`config.mk`:
```
export PLATFORM = sky130hd
export DESIGN_NAME = fixed_point_alu_flat
export DESIGN_NICKNAME = d
export VERILOG_FILES = /design/src/rtl/fixed_point_pkg.sv /design/src/rtl/fixed_point_alu_if.sv /design/src/rtl/fixed_point_divider.sv /design/src/rtl/fixed_point_alu.sv /design/src/flat_wrapper.sv
export SDC_FILE = /design/constraint.sdc
export NUM_CORES = 1
export LEC_CHECK = 0
export BUFFER_PORTS_ARGS = -buffer_cell sky130_fd_sc_hd__buf_4
export CORE_MARGIN = 2
export CORE_UTILIZATION = 55
export DETAILED_ROUTE_END_ITERATION = 6
export PLACE_DENSITY = 0.73
export SLEW_MARGIN = 15
export SYNTH_ARGS = -nofsm -noshare
export SYNTH_HDL_FRONTEND = slang
export SYNTH_SLANG_ARGS = --single-unit
```
`constraint.sdc`:
```
create_clock -name clk -period 19.7 [get_ports clk]
set_input_delay 1.97 -clock clk [delete_from_list [all_inputs] [get_ports clk]]
set_output_delay 1.97 -clock clk [all_outputs]
set_load 0.05 [all_outputs]
```
`src/rtl/fixed_point_pkg.sv`:
```
// Shared definitions for the fixed-point ALU: op encoding, FSM states and saturation.
package fixed_point_pkg;

  // Operator codes; the stack machine reserves 3'd6 for VAR
  localparam logic [2:0] PLUS = 3'd0;
  localparam logic [2:0] SUB  = 3'd1;
  localparam logic [2:0] MUL  = 3'd2;
  localparam logic [2:0] DIV  = 3'd3;
  localparam logic [2:0] POW  = 3'd4;

  typedef enum logic [2:0] {
    IDLE     = 3'd0,
    MUL_ITER = 3'd1,
    DIV_ITER = 3'd2,
    POW_ITER = 3'd3,
    FINISH   = 3'd4
  } alu_state_e;

  // Clamp a wide signed value into the range of an n-bit two's complement word
  function automatic logic signed [63:0] saturate(input logic signed [63:0] x,
                                                  input int unsigned n);
    logic signed [63:0] hi;
    logic signed [63:0] lo;
    hi = (64'sd1 <<< (n - 1)) - 64'sd1;
    lo = -(64'sd1 <<< (n - 1));
    if (x > hi) return hi;
    if (x < lo) return lo;
    return x;
  endfunction

endpackage

```
`src/rtl/fixed_point_alu_if.sv`:
```
// Request/response bundle between the stack machine and the fixed-point ALU.
interface fixed_point_alu_if #(
  parameter int unsigned INTEGER_PART_WIDTH    = 8,
  parameter int unsigned FRACTIONAL_PART_WIDTH = 8
);
  localparam int unsigned N = INTEGER_PART_WIDTH + FRACTIONAL_PART_WIDTH;

  logic                start;
  logic [2:0]          op;
  logic signed [N-1:0] a;
  logic signed [N-1:0] b;
  logic                done;
  logic signed [N-1:0] result;

  modport master (output start, op, a, b, input done, result);
  modport slave  (input start, op, a, b, output done, result);
endinterface

```
`src/rtl/fixed_point_divider.sv`:
```
// Restoring divider: quotient = (dividend << F) / divisor on magnitudes, one bit per cycle.
module fixed_point_divider #(
  parameter int unsigned N = 16,
  parameter int unsigned F = 8
) (
  input  logic           clk,
  input  logic           rst,
  input  logic           start,
  input  logic [N-1:0]   dividend,
  input  logic [N-1:0]   divisor,
  output logic [N+F-1:0] quotient,
  output logic           done
);
  localparam int unsigned QW = N + F;
  localparam int unsigned CW = $clog2(QW + 1);

  logic [N-1:0]  rem;
  logic [N-1:0]  divisor_q;
  logic [CW-1:0] count;
  logic          busy;
  logic [N:0]    rem_shift;
  logic [N:0]    rem_sub;

  // quotient doubles as the dividend shift register; bits leave the top, quotient bits enter the bottom
  assign rem_shift = {rem, quotient[QW-1]};
  assign rem_sub   = rem_shift - {1'b0, divisor_q};

  always_ff @(posedge clk) begin
    if (rst) begin
      quotient  <= '0;
      rem       <= '0;
      divisor_q <= '0;
      count     <= '0;
      busy      <= 1'b0;
      done      <= 1'b0;
    end else begin
      done <= 1'b0;
      if (start) begin
        quotient  <= {dividend, {F{1'b0}}};
        rem       <= '0;
        divisor_q <= divisor;
        count     <= CW'(QW);
        busy      <= 1'b1;
      end else if (busy) begin
        if (!rem_sub[N]) begin
          rem      <= rem_sub[N-1:0];
          quotient <= {quotient[QW-2:0], 1'b1};
        end else begin
          rem      <= rem_shift[N-1:0];
          quotient <= {quotient[QW-2:0], 1'b0};
        end
        count <= count - CW'(1);
        if (count == CW'(1)) begin
          busy <= 1'b0;
          done <= 1'b1;
        end
      end
    end
  end

endmodule

```
`src/rtl/fixed_point_alu.sv`:
```
// Multi-cycle saturating Q(I).(F) ALU: add, subtract, multiply, divide and integer power.
module fixed_point_alu
  import fixed_point_pkg::*;
#(
  parameter int unsigned INTEGER_PART_WIDTH    = 8,
  parameter int unsigned FRACTIONAL_PART_WIDTH = 8
) (
  input logic              clk,
  input logic              rst,
  fixed_point_alu_if.slave bus
);
  localparam int unsigned I  = INTEGER_PART_WIDTH;
  localparam int unsigned F  = FRACTIONAL_PART_WIDTH;
  localparam int unsigned N  = I + F;
  localparam int unsigned BW = (I > 1) ? $clog2(I) : 1;
  localparam logic signed [N-1:0] ONE  = N'(64'd1 << F);
  localparam logic signed [N-1:0] SMAX = {1'b0, {(N-1){1'b1}}};
  localparam logic signed [N-1:0] SMIN = {1'b1, {(N-1){1'b0}}};

  alu_state_e          state, state_next;
  logic                done_q, done_next;
  logic signed [N-1:0] result_q, result_next;
  logic signed [N-1:0] acc, acc_next;
  logic signed [N-1:0] base, base_next;
  logic [I-1:0]        exp_mag, exp_next;
  logic [BW-1:0]       bit_idx, bit_next;
  logic                phase, phase_next;
  logic                pow_neg, pow_neg_next;
  logic                neg_q, neg_q_next;

  logic                div_go;
  logic [N-1:0]        div_dvd;
  logic [N-1:0]        div_dvs;
  logic [N+F-1:0]      div_quot;
  logic                div_done;

  logic signed [N:0]     sum_add, sum_sub;
  logic [N-1:0]          a_mag, b_mag;
  logic [I-1:0]          exp_raw, exp_abs;
  logic signed [N-1:0]   mul_y, mul_sat, pow_acc;
  logic signed [2*N-1:0] product;
  logic signed [N+F:0]   q_signed;

  assign bus.done   = done_q;
  assign bus.result = result_q;

  assign sum_add = (N+1)'(bus.a) + (N+1)'(bus.b);
  assign sum_sub = (N+1)'(bus.a) - (N+1)'(bus.b);
  assign a_mag   = bus.a[N-1] ? N'(-bus.a) : N'(bus.a);
  assign b_mag   = bus.b[N-1] ? N'(-bus.b) : N'(bus.b);
  assign exp_raw = bus.b[N-1:F];
  assign exp_abs = exp_raw[I-1] ? I'(-exp_raw) : exp_raw;

  // Single shared multiplier: MUL uses acc*base, POW alternates square and multiply-by-base
  assign mul_y   = (state == POW_ITER && !phase) ? acc : base;
  assign product = (2*N)'(acc) * (2*N)'(mul_y);
  assign mul_sat = N'(saturate(64'(product >>> F), N));

  assign q_signed = neg_q ? -$signed({1'b0, div_quot}) : $signed({1'b0, div_quot});

  fixed_point_divider #(.N(N), .F(F)) u_divider (
    .clk      (clk),
    .rst      (rst),
    .start    (div_go),
    .dividend (div_dvd),
    .divisor  (div_dvs),
    .quotient (div_quot),
    .done     (div_done)
  );

  always_ff @(posedge clk) begin
    if (rst) begin
      state    <= IDLE;
      done_q   <= 1'b1;
      result_q <= '0;
      acc      <= '0;
      base     <= '0;
      exp_mag  <= '0;
      bit_idx  <= '0;
      phase    <= 1'b0;
      pow_neg  <= 1'b0;
      neg_q    <= 1'b0;
    end else begin
      state    <= state_next;
      done_q   <= done_next;
      result_q <= result_next;
      acc      <= acc_next;
      base     <= base_next;
      exp_mag  <= exp_next;
      bit_idx  <= bit_next;
      phase    <= phase_next;
      pow_neg  <= pow_neg_next;
      neg_q    <= neg_q_next;
    end
  end

  always_comb begin
    state_next   = state;
    done_next    = done_q;
    result_next  = result_q;
    acc_next     = acc;
    base_next    = base;
    exp_next     = exp_mag;
    bit_next     = bit_idx;
    phase_next   = phase;
    pow_neg_next = pow_neg;
    neg_q_next   = neg_q;
    div_go       = 1'b0;
    div_dvd      = a_mag;
    div_dvs      = b_mag;
    pow_acc      = acc;

    case (state)
      IDLE: begin
        if (bus.start) begin
          done_next  = 1'b0;
          state_next = FINISH;
          case (bus.op)
            PLUS: acc_next = N'(saturate(64'(sum_add), N));
            SUB:  acc_next = N'(saturate(64'(sum_sub), N));
            MUL: begin
              acc_next   = bus.a;
              base_next  = bus.b;
              state_next = MUL_ITER;
            end
            DIV: begin
              if (bus.b == '0) begin
                acc_next = (bus.a == '0) ? '0 : (bus.a[N-1] ? SMIN : SMAX);
              end else begin
                div_go     = 1'b1;
                neg_q_next = bus.a[N-1] ^ bus.b[N-1];
                state_next = DIV_ITER;
              end
            end
            POW: begin
              acc_next     = ONE;
              base_next    = bus.a;
              exp_next     = exp_abs;
              pow_neg_next = exp_raw[I-1];
              bit_next     = BW'(I - 1);
              phase_next   = 1'b0;
              state_next   = POW_ITER;
            end
            default: acc_next = '0;
          endcase
        end
      end
      MUL_ITER: begin
        result_next = mul_sat;
        done_next   = 1'b1;
        state_next  = IDLE;
      end
      POW_ITER: begin
        if (!phase) begin
          acc_next   = mul_sat;
          phase_next = 1'b1;
        end else begin
          phase_next = 1'b0;
          pow_acc    = exp_mag[bit_idx] ? mul_sat : acc;
          acc_next   = pow_acc;
          if (bit_idx == '0) begin
            state_next = FINISH;
            // Negative exponent: reciprocal through the divider; 1.0/0 saturates high
            if (pow_neg) begin
              if (pow_acc == '0) begin
                acc_next = SMAX;
              end else begin
                div_go     = 1'b1;
                div_dvd    = N'(ONE);
                div_dvs    = pow_acc[N-1] ? N'(-pow_acc) : N'(pow_acc);
                neg_q_next = pow_acc[N-1];
                state_next = DIV_ITER;
              end
            end
          end else begin
            bit_next = bit_idx - BW'(1);
          end
        end
      end
      DIV_ITER: begin
        if (div_done) begin
          result_next = N'(saturate(64'(q_signed), N));
          done_next   = 1'b1;
          state_next  = IDLE;
        end
      end
      FINISH: begin
        result_next = acc;
        done_next   = 1'b1;
        state_next  = IDLE;
      end
      default: state_next = IDLE;
    endcase
  end

endmodule

```
`src/flat_wrapper.sv`:
```
// flat-port wrapper written by rule: the top's interface ports become plain ports
module fixed_point_alu_flat import fixed_point_pkg::*;
#(
  parameter int unsigned INTEGER_PART_WIDTH    = 8,
  parameter int unsigned FRACTIONAL_PART_WIDTH = 8
)
  (clk, rst, bus_start, bus_op, bus_a, bus_b, bus_done, bus_result);
  fixed_point_alu_if #(.INTEGER_PART_WIDTH(INTEGER_PART_WIDTH), .FRACTIONAL_PART_WIDTH(FRACTIONAL_PART_WIDTH)) bus_i ();
  input logic clk;
  input logic rst;
  input wire logic [$bits(bus_i.start)-1:0] bus_start;
  input wire logic [$bits(bus_i.op)-1:0] bus_op;
  input wire logic [$bits(bus_i.a)-1:0] bus_a;
  input wire logic [$bits(bus_i.b)-1:0] bus_b;
  output wire logic [$bits(bus_i.done)-1:0] bus_done;
  output wire logic [$bits(bus_i.result)-1:0] bus_result;
  assign bus_i.start = bus_start;
  assign bus_i.op = bus_op;
  assign bus_i.a = bus_a;
  assign bus_i.b = bus_b;
  assign bus_done = bus_i.done;
  assign bus_result = bus_i.result;
  fixed_point_alu #(.INTEGER_PART_WIDTH(INTEGER_PART_WIDTH), .FRACTIONAL_PART_WIDTH(FRACTIONAL_PART_WIDTH)) u_core (.clk(clk), .rst(rst), .bus(bus_i));
endmodule
```
==> flow_summary.ini, run 1 <==
[critical_path]
critical-path-max-stage-delay_ns = 0.87
worst_setup_path_start_kind = flop
crit_path_top_delay_cell = sky130_fd_sc_hd__or4b_1
timing.critical_path.required_ns = 19.95
arrival_ns = 11.71
end_kind = flop
startpoint = u_core.state[2]$_SDFFE_PP0P_
r2r_slack_ns = 8.24
startpoint_of_the_most_critical_register_to_register_path = u_core.state[2]$_SDFFE_PP0P_
worstSetupPathType = flop to flop
critical_path.max_fanout = 22

[drt]
route.detailed.drc = 0
detail_route.first_pass.iterations = 6
wl_per_cell_um = 21.4
detail_route.wirelength_um = 66800
drt_first_iter_violations = 1511
detail_route.vias_per_cell = 6.05
via_count = 18900
detail-route-antenna-nets = 0

[global_route]
first_pass_grt_wire_length_um = 106000
grt_util_all_layers_pct = 34.6
grt_pass1_vias = 19200
antenna_found_initial = 1
grt_remaining_overflow = 0
maximum_number_of_pins_on_one_net_before_global_route_repair = 65

[floorplanning]
chipWidth_um = 200
die_h_um = 200
core_region_um2 = 37800
dieArea_um2 = 39900
num_io_pins = 55
fp-row-count = 71
floorplan.initialDensity_pct = 55.9

[power]
pwr-share-clk_pct = 13.2
vdd.ir_drop.worst_uv = 124
intPower_mw = 1.12
power.share.sequential_pct = 13.9
power.combinational.fraction_pct = 72.9
netSwitchingFraction_pct = 56.1
leakage_nw = 10.1
powerDensity_nw_per_um2 = 114
total_switching_power_mw = 1.44

[logic_synthesis]
postSynthRegisterBits = 129
synth-async-reset-ratio_pct = 0
synth.top_cell.area_share_pct = 25.0
postSynth.topFlopCell = sky130_fd_sc_hd__dfxtp_1
synth_enable_flop_cells = 0
biggest_area_consumer_among_synthesized_cells = sky130_fd_sc_hd__fa_1
ys_warn_count = 0
syn-cell-area_um2 = 21100
ys_top_cells_by_count = sky130_fd_sc_hd__inv_1, sky130_fd_sc_hd__fa_1, sky130_fd_sc_hd__nand2_1, sky130_fd_sc_hd__nor2_1, sky130_fd_sc_hd__clkbuf_1
synth_fp_nets = 3072
post-synth-top-count-cell = sky130_fd_sc_hd__inv_1
synthCells = 2634
synthesis.area_per_instance_um2 = 8.01
seq_area_frac_synth_pct = 12.2
post_synth_main_area_contributors = sky130_fd_sc_hd__fa_1, sky130_fd_sc_hd__dfxtp_1, sky130_fd_sc_hd__ha_1
synthDistinctLibCells = 86

[sta]
setup_viol = 0
max_freq_ghz = 0.0873
timing.final.max_slew_violations = 0
final_critical_path_setup_slack_ns = 8.24
worstMarginPinSlew_ns = 1.14
fin_crit_sh_pct = 58.1
period_minus_slack_ns = 11.46
clock_skew_ns = 0.00876
final_hold_viol_count = 0
setup-tns-final_ns = 0
worst_slew_margin_rel_pct = 23.1
rsz_0062_raised_after_global_routing = false

[placed_design]
placement.io_buffers = 54
globalplace.congestion = 0.995
pre_cts_ws_ns = 8.52
dp.final_hpwl_um = 52500

[clock_tree]
clk_latency_ns = 0.43
cts_tree = done
clk_pin_slew_ns = 0.06
cts_buffer_depth = 2
clock-root-buffer = sky130_fd_sc_hd__clkbuf_16
cts_h_tree_depth = 4
clkSinkCount = 129
cts-buffers-inserted = 17
count_of_hold_buffers_inserted_by_post_cts_repair = 0
post_cts_resized = 0
cts_post_setup_buffers_inserted = 0

[finish]
fillers = 3434
final_nets = 3031
insertedDiodeCount = 0
drive_gt1_share_pct = 6.98
area_growth_syn_to_layout_pct = 6.65

[worst_hold_path]
hp-start = u_core.exp_mag[0]$_SDFFE_PP0P_
min-delay-path-class = flop to flop

[status]
outcome = completed

[run]
timing.max_cap.violations = 0
## stage by stage
stage | instance area, um^2 | utilization [%] | std cells | hold slack (ns) | power (mW)
floorplan | 21100 | - | 2634 | 0.433 | 1.67
global placement | 21900 | 57.9 | 3085 | 0.449 | 2.16
detailed placement | 21900 | 57.9 | 3085 | 0.449 | 2.19
CTS | 22500 | 59.6 | 3117 | 0.457 | 2.54
global route | 22500 | 59.6 | 3117 | 0.475 | 2.77
finish | 22500 | 59.6 | 3117 | 0.457 | 2.56
## final timing paths
path / cells after the start / end
setup / recovery: 34 / u_core.u_divider.divisor_q[6]$_SDFFE_PP0P_
hold / removal: 2 / u_core.exp_mag[0]$_SDFFE_PP0P_
setup reg to reg: 34 / u_core.u_divider.divisor_q[6]$_SDFFE_PP0P_
hold reg to reg: 2 / u_core.exp_mag[0]$_SDFFE_PP0P_
## state kept, by name (all words and copies together) (netlist names), 3 cells and up
name	flops
u_core.bus.result	16
u_core.state	3
u_core.bit_idx	3
u_core.u_divider.count	5
u_core.u_divider.quotient	24
u_core.base	16
u_core.acc	16
u_core.exp_mag	8
u_core.u_divider.divisor_q	16
u_core.u_divider.rem	16
## worst max-delay path: cells and delay by family, from the launching register on
kind | cells | cell delay [ns]
AOI/OAI and AO/OA | 11 | 3.41
buffers and inverters | 7 | 0.81
DFF | 1 | 0.36
and+or+nand+nor | 8 | 2.93
adders and majority gates | 8 | 3.73
## kinds of logic (layout without fill, tap and decap cells)
group	count (synthesis)	count (layout)	share of synthesized area (%)
buffers and inverters	550	522	9.89
AOI/OAI and AO/OA	595	595	19.1
adders and majority gates	400	400	33.1
DFF	129	129	12.2
xor gates and xnor gates	107	107	4.44
muxes	64	64	3.22
and+or+nand+nor	789	789	18.0
## layout make-up
class                   instances  area (um^2)  share of cell area, %
inverters                     399         1500                   6.66
multi-input cells            1955        16500                   73.2
well taps                     511          639                   2.84
repair buffers                 91          683                   3.04
flip-flops and latches        129         2580                   11.5
clock buffers                  19          433                   1.92
clock inverters                13          185                  0.823
## cells in the final DEF (no fill, tap or decap), drive strengths merged, types with 16 or more instances in the layout
cell type	synthesis	final
and2	52	52
o22ai	23	23
xor2	46	46
a221oi	26	26
dfxtp	129	129
a21oi	119	119
mux2i	51	51
inv	399	401
ha	136	136
o21ai	121	121
a21o	26	26
nand2	263	263
buf	9	91
nor3	36	36
a211oi	58	58
o211ai	30	30
a31oi	38	38
or3	16	16
o21a	17	17
clkbuf	142	19
fa	264	264
nor2b	92	92
nand2b	28	28
nor2	192	192
nand3	34	34
xnor2	61	61
o31ai	29	29
## power groups by stage
stage	registers [mW]	logic, mW	clock network [mW]
finish	0.356	1.87	0.339
global placement	0.359	1.80	0
detailed placement	0.360	1.83	0
CTS	0.355	1.84	0.342
floorplan	0.362	1.30	0
global route	0.360	2.05	0.352
## routing by layer
metal | global-route usage, % | part of all wire, % | up-vias
met1 | 42.4 | 40 | 9181
li1 | - | - | 8695
met5 | 0 | 0.012 | -
met2 | 58.8 | 48 | 779
met3 | 5.70 | 6.8 | 200
met4 | 18.4 | 5.6 | 2
Power figures use the tool's default switching activity.
==> run 2, diff against run 1 <==
ABC_AREA = 1   (was not set)
PLACE_DENSITY = 0.75   (was 0.73)
clock period = 10.15 ns   (was 19.7 ns; I/O delays follow)
==> flow_summary.ini, run 2 <==
[finish]
finish.instance_area_um2 = 22800
post-route-util_pct = 60.5
drive_gt1_share_pct = 8.49
mostFrequentLayoutCell = sky130_fd_sc_hd__nand2_1
flip_flop_count_of_the_largest_register_all_copies_and_words_added = 24
final_nets = 3453
layout_common_cells = sky130_fd_sc_hd__nand2_1, sky130_fd_sc_hd__inv_1, sky130_fd_sc_hd__nor2_1
insertedDiodeCount = 0
area_growth_syn_to_layout_pct = 8.09
max_flop_register = u_core.u_divider.quotient

[floorplanning]
dieArea_um2 = 39900
core_region_um2 = 37700
num_io_pins = 55
fp-row-count = 71
chipWidth_um = 200
floorplan.initialDensity_pct = 56.0
die_h_um = 200

[clock_tree]
clk_latency_ns = 0.44
clkSinkCount = 129
count_of_hold_buffers_inserted_by_post_cts_repair = 0
cts-buffers-inserted = 17
cts_h_tree_depth = 4
cts_buffer_depth = 2
cts_tree = done
clock-root-buffer = sky130_fd_sc_hd__clkbuf_16
clk_pin_slew_ns = 0.06

[logic_synthesis]
postSynth.topFlopCell = sky130_fd_sc_hd__dfxtp_1
biggest_area_consumer_among_synthesized_cells = sky130_fd_sc_hd__fa_1
post-synth-top-count-cell = sky130_fd_sc_hd__nand2_1
synth-async-reset-ratio_pct = 0
synth_enable_flop_cells = 0
ys_warn_count = 0
post_synth_main_area_contributors = sky130_fd_sc_hd__fa_1, sky130_fd_sc_hd__dfxtp_1, sky130_fd_sc_hd__nand2_1
postSynthRegisterBits = 129
synthCells = 2983
syn-cell-area_um2 = 21100
synthDistinctLibCells = 55
synthesis.area_per_instance_um2 = 7.07
synth.top_cell.area_share_pct = 25.1
seq_area_frac_synth_pct = 12.2
synth_fp_nets = 3421
ys_top_cells_by_count = sky130_fd_sc_hd__nand2_1, sky130_fd_sc_hd__inv_1, sky130_fd_sc_hd__nor2_1, sky130_fd_sc_hd__fa_1, sky130_fd_sc_hd__a21oi_1

[power]
netSwitchingFraction_pct = 51.7
total_switching_power_mw = 1.51
powerDensity_nw_per_um2 = 128
power.combinational.fraction_pct = 59.3
totalPowerFinal_mw = 2.93
vdd.ir_drop.worst_uv = 131
leakage_nw = 11.0
intPower_mw = 1.41
power.share.sequential_pct = 20.3
pwr-share-clk_pct = 20.4

[sta]
worst_slew_margin_rel_pct = 26.0
fin_crit_sh_pct = 93.5
timing.final.max_slew_violations = 0
max_freq_ghz = 0.105
final_hold_viol_count = 0
worstMarginPinSlew_ns = 1.11
period_minus_slack_ns = 9.49
setup_viol = 0
final.hold.worst_slack_ns = 0.467
clock_skew_ns = 0.0100
setup-tns-final_ns = 0

[global_route]
globalRouteMet3Util_pct = 10.0
antenna_found_initial = 0
maximum_number_of_pins_on_one_net_before_global_route_repair = 70
grt_pass1_vias = 19500
grt_remaining_overflow = 0
global_route.usage.met2_pct = 53.6
grt_util_all_layers_pct = 36.3
globalRouteMet1Util_pct = 52.4
first_pass_grt_wire_length_um = 110000
grt_most_used_layer = met2

[status]
failed_checks = DRC
outcome = complete, but fails checks

[critical_path]
arrival_ns = 9.87
crit_path_frequent_cell = sky130_fd_sc_hd__nand2_1
end_kind = flop
crit_buf_inv = 11
worst_setup_path_start_kind = flop
worst_path_dominant_cell_family = adder cells
critical_path.max_fanout = 42
timing.critical_path.required_ns = 10.53
critical-path-max-stage-delay_ns = 0.58
crit_path_top_delay_cell = sky130_fd_sc_hd__fa_1
worstSetupPathType = flop to flop

[placed_design]
dp.final_hpwl_um = 58400
globalplace.congestion = 1.04
dpl_cell_area_um2 = 22000
placement.io_buffers = 54

[drt]
via_count = 20600
detail-route-antenna-nets = 0
route.detailed.drc = 9
detail_route.first_pass.iterations = 7
drt_first_iter_violations = 2118
detail_route.wirelength_um = 71700
detail_route.vias_per_cell = 5.82
wl_per_cell_um = 20.3

[worst_hold_path]
min-delay-path-class = flop to flop

[run]
timing.max_cap.violations = 0
run 2: metal layers:
metal,wire length (um),vias up
li1,-,9445
met1,30700,9878
met2,30500,1111
met3,8470,175
met4,1970,0
met5,0,-
run 2: what timing repair did:
item / in CTS / in global routing
pin swaps: 0 / 4
hold endpoints to repair: 0 / 0
gates resized for setup: 3 / 27
cloned: 0 / 1
endpoints found under the setup margin: 79 / 81
buffers inserted: 0 / 13
run 2: worst paths after layout:
check / startpoint / to / slack [ns] / cells after the start
max: u_core.state[0]$_SDFFE_PP0P_ / u_core.u_divider.divisor_q[11]$_SDFFE_PP0P_ / 0.66 / 46
max reg2reg: u_core.state[0]$_SDFFE_PP0P_ / u_core.u_divider.divisor_q[11]$_SDFFE_PP0P_ / 0.66 / 46
min: u_core.u_divider.quotient[0]$_SDFFE_PP0P_ / u_core.u_divider.quotient[0]$_SDFFE_PP0P_ / 0.47 / 2
min reg2reg: u_core.u_divider.quotient[0]$_SDFFE_PP0P_ / u_core.u_divider.quotient[0]$_SDFFE_PP0P_ / 0.47 / 2
run 2: power groups by stage:
| stage | combinational [mW] | sequential, mW | clock [mW] |
|---|---|---|---|
| after global placement | 1.65 | 0.601 | 0 |
| after detailed placement | 1.66 | 0.603 | 0 |
| after floorplan | 1.13 | 0.653 | 0 |
| final | 1.74 | 0.595 | 0.596 |
| after global routing | 1.89 | 0.598 | 0.622 |
| after CTS | 1.67 | 0.592 | 0.598 |
run 2: logic make-up after synthesis:
group | count (synthesis) | synth area share [%]
AO/OA/AOI/OAI | 527 | 14.2
XOR/XNOR | 118 | 4.94
adder cells (fa/ha/maj) | 400 | 33.1
buffers and inverters | 683 | 12.9
flip-flops | 129 | 12.2
AND/OR/NAND/NOR | 1126 | 22.7
run 2: cell type report:
type	count	area, um^2
Sequential cell	129	2580
Timing Repair Buffer	125	950
Multi-Input combinational cell	2171	15900
Fill cell	3641	14900
Inverter	570	2160
Tap cell	511	639
Clock inverter	15	144
Clock buffer	17	425
Timing Repair inverter	1	7.51
run 2: per-stage QoR:
step           cells  setup slack (ns)
4_1_cts         3525            0.0311
5_1_grt         3539           -0.0242
3_5_place_dp    3493            -0.287
6_report        3539             0.656
3_3_place_gp    3493            -0.231
2_1_floorplan   2983              1.43
run 2: tightest hold or removal path, stage by stage, from the launching register on:
cell	delay [ns]
sky130_fd_sc_hd__dfxtp_1	0.31
sky130_fd_sc_hd__nand2_1	0.06
sky130_fd_sc_hd__a21oi_1	0.05
